### src/rtl/mc_control_fsm_if.sv
// Control-side bundle between the RV32I multicycle sequencer and its datapath/memory.
// Latency: none, wires only.
// Backpressure: mem_ready from the shared memory port stalls the sequencer while mem_req is high.
interface mc_control_fsm_if;
    // Instruction fields from IR, ALU flag and memory handshake
    logic [6:0] op;
    logic [2:0] funct3;
    logic       funct7b5;
    logic       zero;
    logic       mem_ready;

    // Datapath controls and strobes
    logic       mem_req;
    logic [3:0] ALUcontrol;
    logic [1:0] ALUSrcA;
    logic [1:0] ALUSrcB;
    logic [1:0] ResultSrc;
    logic [1:0] ImmSrc;
    logic       AdrSrc;
    logic       IRWrite;
    logic       PCWrite;
    logic       RegWrite;
    logic       MemWrite;
    logic       illegal;

    // Sequencer side
    modport master (
        input  op, funct3, funct7b5, zero, mem_ready,
        output mem_req, ALUcontrol, ALUSrcA, ALUSrcB, ResultSrc, ImmSrc,
               AdrSrc, IRWrite, PCWrite, RegWrite, MemWrite, illegal
    );

    // Datapath / memory side
    modport slave (
        output op, funct3, funct7b5, zero, mem_ready,
        input  mem_req, ALUcontrol, ALUSrcA, ALUSrcB, ResultSrc, ImmSrc,
               AdrSrc, IRWrite, PCWrite, RegWrite, MemWrite, illegal
    );
endinterface

### src/rtl/mc_control_fsm.sv
// Moore sequencer for the RV32I multicycle datapath (fetch/decode/execute/mem/writeback).
// Latency: R/I 4, lw 5, sw 4, beq 3, jal 4 cycles with mem_ready high; +1 per memory wait cycle.
// Backpressure: FETCH/MEMREAD/MEMWRITE hold with mem_req high until mem_ready. Option macro: MC_CTRL_BNE_EN adds bne.
module mc_control_fsm (
    input  logic              clk,
    input  logic              rst_n,
    mc_control_fsm_if.master  bus
);

    typedef enum logic [3:0] {
        S_FETCH    = 4'd0,
        S_DECODE   = 4'd1,
        S_MEMADR   = 4'd2,
        S_MEMREAD  = 4'd3,
        S_MEMWB    = 4'd4,
        S_MEMWRITE = 4'd5,
        S_EXECR    = 4'd6,
        S_EXECI    = 4'd7,
        S_ALUWB    = 4'd8,
        S_BEQ      = 4'd9,
        S_JAL      = 4'd10,
        S_ILLEGAL  = 4'd11
    } state_t;

    localparam logic [6:0] OP_LW  = 7'b0000011;
    localparam logic [6:0] OP_SW  = 7'b0100011;
    localparam logic [6:0] OP_R   = 7'b0110011;
    localparam logic [6:0] OP_I   = 7'b0010011;
    localparam logic [6:0] OP_BR  = 7'b1100011;
    localparam logic [6:0] OP_JAL = 7'b1101111;

    localparam logic [3:0] ALU_AND = 4'b0000;
    localparam logic [3:0] ALU_OR  = 4'b0001;
    localparam logic [3:0] ALU_ADD = 4'b0010;
    localparam logic [3:0] ALU_SUB = 4'b0110;

    localparam logic [1:0] A_PC    = 2'b00;
    localparam logic [1:0] A_OLDPC = 2'b01;
    localparam logic [1:0] A_REGA  = 2'b10;
    localparam logic [1:0] B_REGB  = 2'b00;
    localparam logic [1:0] B_IMM   = 2'b01;
    localparam logic [1:0] B_FOUR  = 2'b10;
    localparam logic [1:0] R_ALUOUT = 2'b00;
    localparam logic [1:0] R_DATA   = 2'b01;
    localparam logic [1:0] R_DIRECT = 2'b10;

    state_t     state;
    state_t     state_nxt;
    logic       funct_ok;
    logic       branch_ok;
    logic       branch_taken;
    logic [1:0] imm_sel;
    logic [3:0] alu_funct;

    // Field decodes shared by next-state and output logic
    always_comb begin
        funct_ok = (bus.funct3 == 3'b000) || (bus.funct3 == 3'b110) || (bus.funct3 == 3'b111);
`ifdef MC_CTRL_BNE_EN
        branch_ok    = (bus.funct3 == 3'b000) || (bus.funct3 == 3'b001);
        branch_taken = bus.funct3[0] ? ~bus.zero : bus.zero;
`else
        branch_ok    = (bus.funct3 == 3'b000);
        branch_taken = bus.zero;
`endif
        case (bus.op)
            OP_SW:   imm_sel = 2'b01;
            OP_BR:   imm_sel = 2'b10;
            OP_JAL:  imm_sel = 2'b11;
            default: imm_sel = 2'b00;
        endcase
        // SUB only for register-register with instr[30] set; addi ignores bit 30
        case (bus.funct3)
            3'b000:  alu_funct = (state == S_EXECR && bus.funct7b5) ? ALU_SUB : ALU_ADD;
            3'b110:  alu_funct = ALU_OR;
            3'b111:  alu_funct = ALU_AND;
            default: alu_funct = ALU_ADD;
        endcase
    end

    // State register; reset lands in FETCH and aborts any instruction in flight
    always_ff @(posedge clk or negedge rst_n) begin
        if (!rst_n) begin
            state <= S_FETCH;
        end else begin
            state <= state_nxt;
        end
    end

    // Next-state sequencing
    always_comb begin
        state_nxt = state;
        case (state)
            S_FETCH:    if (bus.mem_ready) state_nxt = S_DECODE;
            S_DECODE: begin
                case (bus.op)
                    OP_LW, OP_SW: state_nxt = S_MEMADR;
                    OP_R:         state_nxt = funct_ok  ? S_EXECR : S_ILLEGAL;
                    OP_I:         state_nxt = funct_ok  ? S_EXECI : S_ILLEGAL;
                    OP_BR:        state_nxt = branch_ok ? S_BEQ   : S_ILLEGAL;
                    OP_JAL:       state_nxt = S_JAL;
                    default:      state_nxt = S_ILLEGAL;
                endcase
            end
            S_MEMADR:   state_nxt = (bus.op == OP_SW) ? S_MEMWRITE : S_MEMREAD;
            S_MEMREAD:  if (bus.mem_ready) state_nxt = S_MEMWB;
            S_MEMWB:    state_nxt = S_FETCH;
            S_MEMWRITE: if (bus.mem_ready) state_nxt = S_FETCH;
            S_EXECR:    state_nxt = S_ALUWB;
            S_EXECI:    state_nxt = S_ALUWB;
            S_ALUWB:    state_nxt = S_FETCH;
            S_BEQ:      state_nxt = S_FETCH;
            S_JAL:      state_nxt = S_ALUWB;
            S_ILLEGAL:  state_nxt = S_ILLEGAL;
            default:    state_nxt = S_FETCH;
        endcase
    end

    // Output decode from state; strobes are forced low while reset is asserted
    always_comb begin
        bus.mem_req    = 1'b0;
        bus.ALUcontrol = ALU_AND;
        bus.ALUSrcA    = A_PC;
        bus.ALUSrcB    = B_REGB;
        bus.ResultSrc  = R_ALUOUT;
        bus.ImmSrc     = 2'b00;
        bus.AdrSrc     = 1'b0;
        bus.IRWrite    = 1'b0;
        bus.PCWrite    = 1'b0;
        bus.RegWrite   = 1'b0;
        bus.MemWrite   = 1'b0;
        bus.illegal    = 1'b0;
        case (state)
            S_FETCH: begin
                bus.mem_req    = 1'b1;
                bus.ALUcontrol = ALU_ADD;
                bus.ALUSrcB    = B_FOUR;
                bus.ResultSrc  = R_DIRECT;
                bus.IRWrite    = bus.mem_ready;
                bus.PCWrite    = bus.mem_ready;
            end
            S_DECODE: begin
                bus.ALUcontrol = ALU_ADD;
                bus.ALUSrcA    = A_OLDPC;
                bus.ALUSrcB    = B_IMM;
                bus.ImmSrc     = imm_sel;
            end
            S_MEMADR: begin
                // stores need the S-type immediate for the address add
                bus.ALUcontrol = ALU_ADD;
                bus.ALUSrcA    = A_REGA;
                bus.ALUSrcB    = B_IMM;
                bus.ImmSrc     = imm_sel;
            end
            S_MEMREAD: begin
                bus.mem_req = 1'b1;
                bus.AdrSrc  = 1'b1;
            end
            S_MEMWB: begin
                bus.ResultSrc = R_DATA;
                bus.RegWrite  = 1'b1;
            end
            S_MEMWRITE: begin
                bus.mem_req  = 1'b1;
                bus.AdrSrc   = 1'b1;
                bus.MemWrite = bus.mem_ready;
            end
            S_EXECR: begin
                bus.ALUcontrol = alu_funct;
                bus.ALUSrcA    = A_REGA;
                bus.ALUSrcB    = B_REGB;
            end
            S_EXECI: begin
                bus.ALUcontrol = alu_funct;
                bus.ALUSrcA    = A_REGA;
                bus.ALUSrcB    = B_IMM;
            end
            S_ALUWB: begin
                bus.RegWrite = 1'b1;
            end
            S_BEQ: begin
                bus.ALUcontrol = ALU_SUB;
                bus.ALUSrcA    = A_REGA;
                bus.ALUSrcB    = B_REGB;
                bus.PCWrite    = branch_taken;
            end
            S_JAL: begin
                // ALUOut still holds the target from DECODE; ALU makes the link value
                bus.ALUcontrol = ALU_ADD;
                bus.ALUSrcA    = A_OLDPC;
                bus.ALUSrcB    = B_FOUR;
                bus.PCWrite    = 1'b1;
            end
            S_ILLEGAL: begin
                bus.illegal = 1'b1;
            end
            default: begin
            end
        endcase
        if (!rst_n) begin
            bus.mem_req  = 1'b0;
            bus.IRWrite  = 1'b0;
            bus.PCWrite  = 1'b0;
            bus.RegWrite = 1'b0;
            bus.MemWrite = 1'b0;
            bus.illegal  = 1'b0;
        end
    end

endmodule

### src/flat_wrapper.sv
// flat-port wrapper written by rule: the top's interface ports become plain ports
module mc_control_fsm_flat 
  (clk, rst_n, bus_op, bus_funct3, bus_funct7b5, bus_zero, bus_mem_ready, bus_mem_req, bus_ALUcontrol, bus_ALUSrcA, bus_ALUSrcB, bus_ResultSrc, bus_ImmSrc, bus_AdrSrc, bus_IRWrite, bus_PCWrite, bus_RegWrite, bus_MemWrite, bus_illegal);
  mc_control_fsm_if bus_i ();
  input  logic clk;
  input  logic rst_n;
  input wire logic [$bits(bus_i.op)-1:0] bus_op;
  input wire logic [$bits(bus_i.funct3)-1:0] bus_funct3;
  input wire logic [$bits(bus_i.funct7b5)-1:0] bus_funct7b5;
  input wire logic [$bits(bus_i.zero)-1:0] bus_zero;
  input wire logic [$bits(bus_i.mem_ready)-1:0] bus_mem_ready;
  output wire logic [$bits(bus_i.mem_req)-1:0] bus_mem_req;
  output wire logic [$bits(bus_i.ALUcontrol)-1:0] bus_ALUcontrol;
  output wire logic [$bits(bus_i.ALUSrcA)-1:0] bus_ALUSrcA;
  output wire logic [$bits(bus_i.ALUSrcB)-1:0] bus_ALUSrcB;
  output wire logic [$bits(bus_i.ResultSrc)-1:0] bus_ResultSrc;
  output wire logic [$bits(bus_i.ImmSrc)-1:0] bus_ImmSrc;
  output wire logic [$bits(bus_i.AdrSrc)-1:0] bus_AdrSrc;
  output wire logic [$bits(bus_i.IRWrite)-1:0] bus_IRWrite;
  output wire logic [$bits(bus_i.PCWrite)-1:0] bus_PCWrite;
  output wire logic [$bits(bus_i.RegWrite)-1:0] bus_RegWrite;
  output wire logic [$bits(bus_i.MemWrite)-1:0] bus_MemWrite;
  output wire logic [$bits(bus_i.illegal)-1:0] bus_illegal;
  assign bus_i.op = bus_op;
  assign bus_i.funct3 = bus_funct3;
  assign bus_i.funct7b5 = bus_funct7b5;
  assign bus_i.zero = bus_zero;
  assign bus_i.mem_ready = bus_mem_ready;
  assign bus_mem_req = bus_i.mem_req;
  assign bus_ALUcontrol = bus_i.ALUcontrol;
  assign bus_ALUSrcA = bus_i.ALUSrcA;
  assign bus_ALUSrcB = bus_i.ALUSrcB;
  assign bus_ResultSrc = bus_i.ResultSrc;
  assign bus_ImmSrc = bus_i.ImmSrc;
  assign bus_AdrSrc = bus_i.AdrSrc;
  assign bus_IRWrite = bus_i.IRWrite;
  assign bus_PCWrite = bus_i.PCWrite;
  assign bus_RegWrite = bus_i.RegWrite;
  assign bus_MemWrite = bus_i.MemWrite;
  assign bus_illegal = bus_i.illegal;
  mc_control_fsm u_core (.clk(clk), .rst_n(rst_n), .bus(bus_i));
endmodule
### config.mk
export PLATFORM = sky130hd
export DESIGN_NAME = mc_control_fsm_flat
export DESIGN_NICKNAME = d
export VERILOG_FILES = /design/src/rtl/mc_control_fsm_if.sv /design/src/rtl/mc_control_fsm.sv /design/src/flat_wrapper.sv
export SDC_FILE = /design/constraint.sdc
export NUM_CORES = 1
export LEC_CHECK = 0
export CAP_MARGIN = 15
export CORE_MARGIN = 3
export CORE_UTILIZATION = 39
export DETAILED_ROUTE_END_ITERATION = 7
export HOLD_SLACK_MARGIN = 0.05
export PLACE_DENSITY = 0.81
export SYNTH_ARGS = -nofsm -noshare
export SYNTH_HDL_FRONTEND = slang
export SYNTH_SLANG_ARGS = --single-unit
### constraint.sdc
create_clock -name clk -period 1.5 [get_ports clk]
set_clock_uncertainty 0.05 [all_clocks]
set_input_delay 0.15 -clock clk [delete_from_list [all_inputs] [get_ports clk]]
set_output_delay 0.15 -clock clk [all_outputs]
set_load 0.02 [all_outputs]
* After elaboration in Yosys (flattened, before gate mapping)
Cells that the tools add are included.
Storage, ports and cells: flip-flop bits (word level) 4, input port bits 15, output and inout port bits 19, word-level logic and storage cells 71
Operators by class: equality and inequality tests 22, multiplexer cells 30, reductions and logical operators 18
Operators with widths (number):
- $pmux W4 S7 | 1
- $pmux W4 S3 | 2
- $mux W4 | 5
- $pmux W4 S5 | 1
- $eq A4 B3 Y1 const B | 4
- $eq A4 B4 Y1 const B | 4
- $eq A7 B6 Y1 const B | 2
- $eq A7 B7 Y1 const B | 2
- $reduce_or A2 Y1 | 7
- $mux W1 | 12
- $pmux W2 S2 | 3
- $reduce_or A3 Y1 | 3
- $eq A4 B2 Y1 const B | 2
- $reduce_or A4 Y1 | 2
- $eq A7 B2 Y1 const B | 1
- $eq A7 B5 Y1 const B | 1
- $eq A3 B3 Y1 const B | 2
- $mux W3 | 2
- $ne A2 B2 Y1 const B | 3
- $pmux W2 S3 | 1
- $eq A4 B1 Y1 const B | 1
- $logic_not A4 Y1 | 1
- $mux W2 | 2
- $logic_not A3 Y1 | 1
- 4 further kinds | 5

* Longest topological paths before layout
word-level depth 6, mapped depth 5, gate-level depth less buffers 4

* Worst setup path before layout
No wires, ideal clock.
kind register -> output, start register u_core.state[2], end output port bus_IRWrite, arrival time 1.446 ns, required time 1.300 ns, slack -0.146 ns, cell stages (with the launch flop) 4, buffers on the path 1, cell sequence dfrtp_1 buf_2 or2_1 nor4_1
Between the ends: longest elaborated chain between the ends 3
RTL lines:
- from (decl) | RTL line mc_control_fsm.sv:47 | state_t state;
- from (signal assigned) | RTL line mc_control_fsm.sv:85 | state <= state_nxt;
- $logic_not A4 Y1 | RTL line mc_control_fsm.sv:132 | case (state)
- $mux W1 | RTL line mc_control_fsm.sv:132
- $mux W1 | RTL line mc_control_fsm.sv:199 | if (!rst_n) begin
- to (decl) | RTL line flat_wrapper.sv:19 | output wire logic [$bits(bus_i.IRWrite)-1:0] bus_IRWrite;
No other way between the ends.

* Worst setup path after layout
start register u_core.state[1], end output port bus_mem_req
Between the ends: longest elaborated chain between the ends 4, elaborated cells on any way between the ends 6, those cells by class 2 x eq/ne; 2 x mux; 2 x reduce/logical
RTL lines:
- $eq A4 B2 Y1 (tied with other cells) | RTL line mc_control_fsm.sv:132
- $reduce_or A3 Y1 (no source line) (*)
- $mux W1 (*) | RTL line mc_control_fsm.sv:132
- $mux W1 (*) | RTL line mc_control_fsm.sv:199
- to (decl) | RTL line flat_wrapper.sv:12 | output wire logic [$bits(bus_i.mem_req)-1:0] bus_mem_req;
Mark *: on every way between the ends. The rest lies on a longest branch, timed or not.

==> results by group <==
Detailed routing
  • Iteration-0 DRC Markers: 66
  • Via count: 1179
  • Top sig layer: met4
  • Met1 Wirelength: 1290 um
  • DRC Markers: 2
  • Routed length on met3: 347 um
  • Met2 WL post-DR: 1870 um
  • Routed Antenna Nets: 0
  • Via density: 6.41
  • DRT Pass-1 Iters: 6
  • Avg WL per Cell: 20.2 um
  • Final WL: 3710 um

Final layout
  • Max reg flops: 4
  • NumNets Final: 185
  • Non-filler cells, final: 184
  • Fin util: 93.0%
  • Area grow syn2layout: 119%
  • Share of cells above drive strength 1: 58.9%
  • Leading registers by flop count: u_core.state (4)
  • Antenna Cells: 0
  • Biggest register: u_core.state

Yosys
  • Avg Inst Size Synth: 6.84 sq um
  • Xor and xnor area share after synthesis: 3.96%
  • Synth Cell Area: 663 sq um
  • Register area share after synthesis: 15.1%
  • Mux share of post-synthesis cell area: 1.51%
  • Adder-cell share of the synthesized area: 0%
  • Largest family of logic cells by synthesized area: simple AND/OR/NAND/NOR gates
  • Post-synth EDFFs: 0
  • Cells after Synth: 97
  • Synthesis-stage register bit count: 4
  • Yosys top cell area share: 15.1%
  • Commonest cells in the netlist: nand2_1 (11), nor2_1 (11), nand2b_1 (7), nor3_1 (7), nor3b_1 (5)
  • Compound-Gate Fraction of Synth Area: 19.6%
  • Netlist cell types: 37
  • Post-synth top area cell: dfrtp_1
  • Yosys warning count: 0
  • Syn nets: 112
  • Async SR Flop Fraction: 100%
  • Top cells by area, synth: dfrtp_1 (15%), nand2b_1 (6.6%), nand2_1 (6.2%)
  • Post-Synth Simple-Gate Area: 52.3%
  • Synth Flop Type: dfrtp_1

Critical path
  • Critical path arrival: 1.53 ns
  • Buf/Inv on CP: 2
  • Crit end category: output port
  • Critical path fanouts, max: 8
  • CP max stage cell: dfrtp_2
  • Critical Path Max Stage Delay: 0.47 ns
  • Crit Path Category: reg2out
  • Critical path, cell by cell: buf_4 > nor3_1 > nor2_1 > nor3b_2 > buf_4
  • CP startpoint kind: register
  • R2R setup slack: 0.01 ns
  • WP data required: 1.30 ns
  • CP most frequent cell: buf_4
  • CP top delay family: flip-flops

Clock network
  • CTS tree: built
  • Clk_lat worst skew: 0.24 ns
  • Clock Tree Buf Depth: 2
  • CTS Sinks: 4
  • CTS H-Tree Depth: 1
  • CTS Hold Bufs: 0
  • CTS root buffer: clkbuf_4
  • CTS Buf Count: 3
  • Clock transition at path regs: 0.04 ns

GRT
  • Vias in the first global route: 993
  • Gr usage total: 25.3%
  • Total gr overflow: 0
  • Largest net degree at the start of global routing: 11
  • First-pass GRT wire length: 4020 um
  • Initial antenna violation count: 0

STA
  • Achievable Freq: 579 MHz
  • Crit path time final: 1.73 ns
  • Crit share post-route: 115%
  • RSZ-0062 raised after global routing: yes
  • Setup_tns: -2.25 ns
  • Final Hold Violating Endpoints: 0
  • Final slew viol count: 0
  • Final setup vio count: 20
  • Worst setup margin: -0.227 ns

Die
  • Die Area: 2230 sq um
  • I/O pins: 34
  • Core area: 1560 sq um
  • Initial core utilization: 42.5%
  • Die Wd: 47.2 um
  • Die Ht: 47.2 um
  • FP Rows: 14

Placed design
  • RePlAce Congestion: 0.877
  • Number of port buffers: 32
  • Final HPWL DP: 1850 um
  • Pre-CTS setup slack: -0.427 ns
  • Placed cells: 170

Power
  • Maximum vdd ir drop: 1.17 mV
  • Sequential power share: 9.8%
  • P_sw: 1.42 mW
  • Combinational share of power: 85.2%
  • Net Sw Frac: 49.7%
  • Leak Pwr: 0.639 nW
  • Power per Cell Area: 1970 nW/um^2
  • Pint: 1.44 mW
  • Clock share of power: 5.0%

Min path
  • Hold Path Class: in2async

Run status
  • Failing checks: design-rule violations, negative setup slack
  • Status: finished, violations left

Flow run
  • Max Cap Violations: 0
-- timing repair --
item                       CTS  global route
cloned                       0             0
setup buffers                3             8
pin swaps                    7            10
setup endpoints to repair   19            21
resized for setup           98            37
-- logic make-up (layout without fill, tap and decap cells) --
group,Yosys count,in the layout
and+or+nand+nor,62,62
muxes,1,1
other,1,1
DFF,4,4
buffers and inverters,8,79
AOI/OAI and AO/OA,18,18
xor gates and xnor gates,3,3
-- area by class of cell --
type / count / area, sq um
well taps: 16 / 20.0
flip-flops and latches: 4 / 105
fillers: 57 / 109
clock buffers: 3 / 22.5
inverters: 1 / 3.75
multi-input cells: 85 / 671
repair buffers: 75 / 628
-- final timing paths --
| kind | start | end | depth (start not counted) |
|---|---|---|---|
| max in group asynchronous | rst_n | u_core.state[0]$_DFFE_PN0P_ | 2 |
| min | rst_n | u_core.state[3]$_DFFE_PN0P_ | 2 |
| max reg2reg | u_core.state[3]$_DFFE_PN0P_ | u_core.state[0]$_DFFE_PN0P_ | 7 |
| max | u_core.state[1]$_DFFE_PN0P_ | bus_mem_req | 5 |
| min reg2reg | u_core.state[0]$_DFFE_PN0P_ | u_core.state[1]$_DFFE_PN0P_ | 3 |
| min in group clk | u_core.state[0]$_DFFE_PN0P_ | u_core.state[1]$_DFFE_PN0P_ | 3 |
-- cell usage in the layout, fill, tap and decap left out, drive strengths merged, types with 2 or more instances in the layout --
| master | Yosys | layout |
|---|---|---|
| a21oi | 2 | 2 |
| a31oi | 2 | 2 |
| a32oi | 2 | 2 |
| and3 | 3 | 3 |
| buf | 7 | 61 |
| clkbuf | 0 | 3 |
| clkdlybuf4s50 | 0 | 14 |
| dfrtp | 4 | 4 |
| nand2 | 11 | 11 |
| nand2b | 7 | 7 |
| nand3 | 4 | 4 |
| nor2 | 12 | 12 |
| nor2b | 4 | 4 |
| nor3 | 8 | 8 |
| nor3b | 5 | 5 |
| nor4 | 2 | 2 |
| o21ai | 5 | 5 |
| xor2 | 2 | 2 |
-- through the flow --
stage / cell area, sq um / hold slack, ns / power (mW)
6_report: 1450 / 0.334 / 2.86
3_3_place_gp: 1230 / 0.546 / 2.03
5_1_grt: 1450 / 0.346 / 3.00
2_1_floorplan: 696 / -0.196 / 1.22
3_5_place_dp: 1230 / 0.541 / 2.09
4_1_cts: 1240 / 0.316 / 2.22
-- power groups by stage --
| stage | clock network [mW] | registers, mW | logic (mW) |
|---|---|---|---|
| after floorplan | 0 | 0.191 | 1.03 |
| after global placement | 0 | 0.256 | 1.78 |
| after detailed placement | 0 | 0.260 | 1.83 |
| after CTS | 0.128 | 0.267 | 1.82 |
| after global routing | 0.155 | 0.287 | 2.56 |
| final | 0.142 | 0.281 | 2.44 |
-- layer usage --
layer  vias up  global-route usage [%]
met3        32                    5.75
met5         -                       0
li1        497                       -
met1       538                    25.1
met4         0                    11.6
met2       112                    48.4
Power figures use the tool's default switching activity.
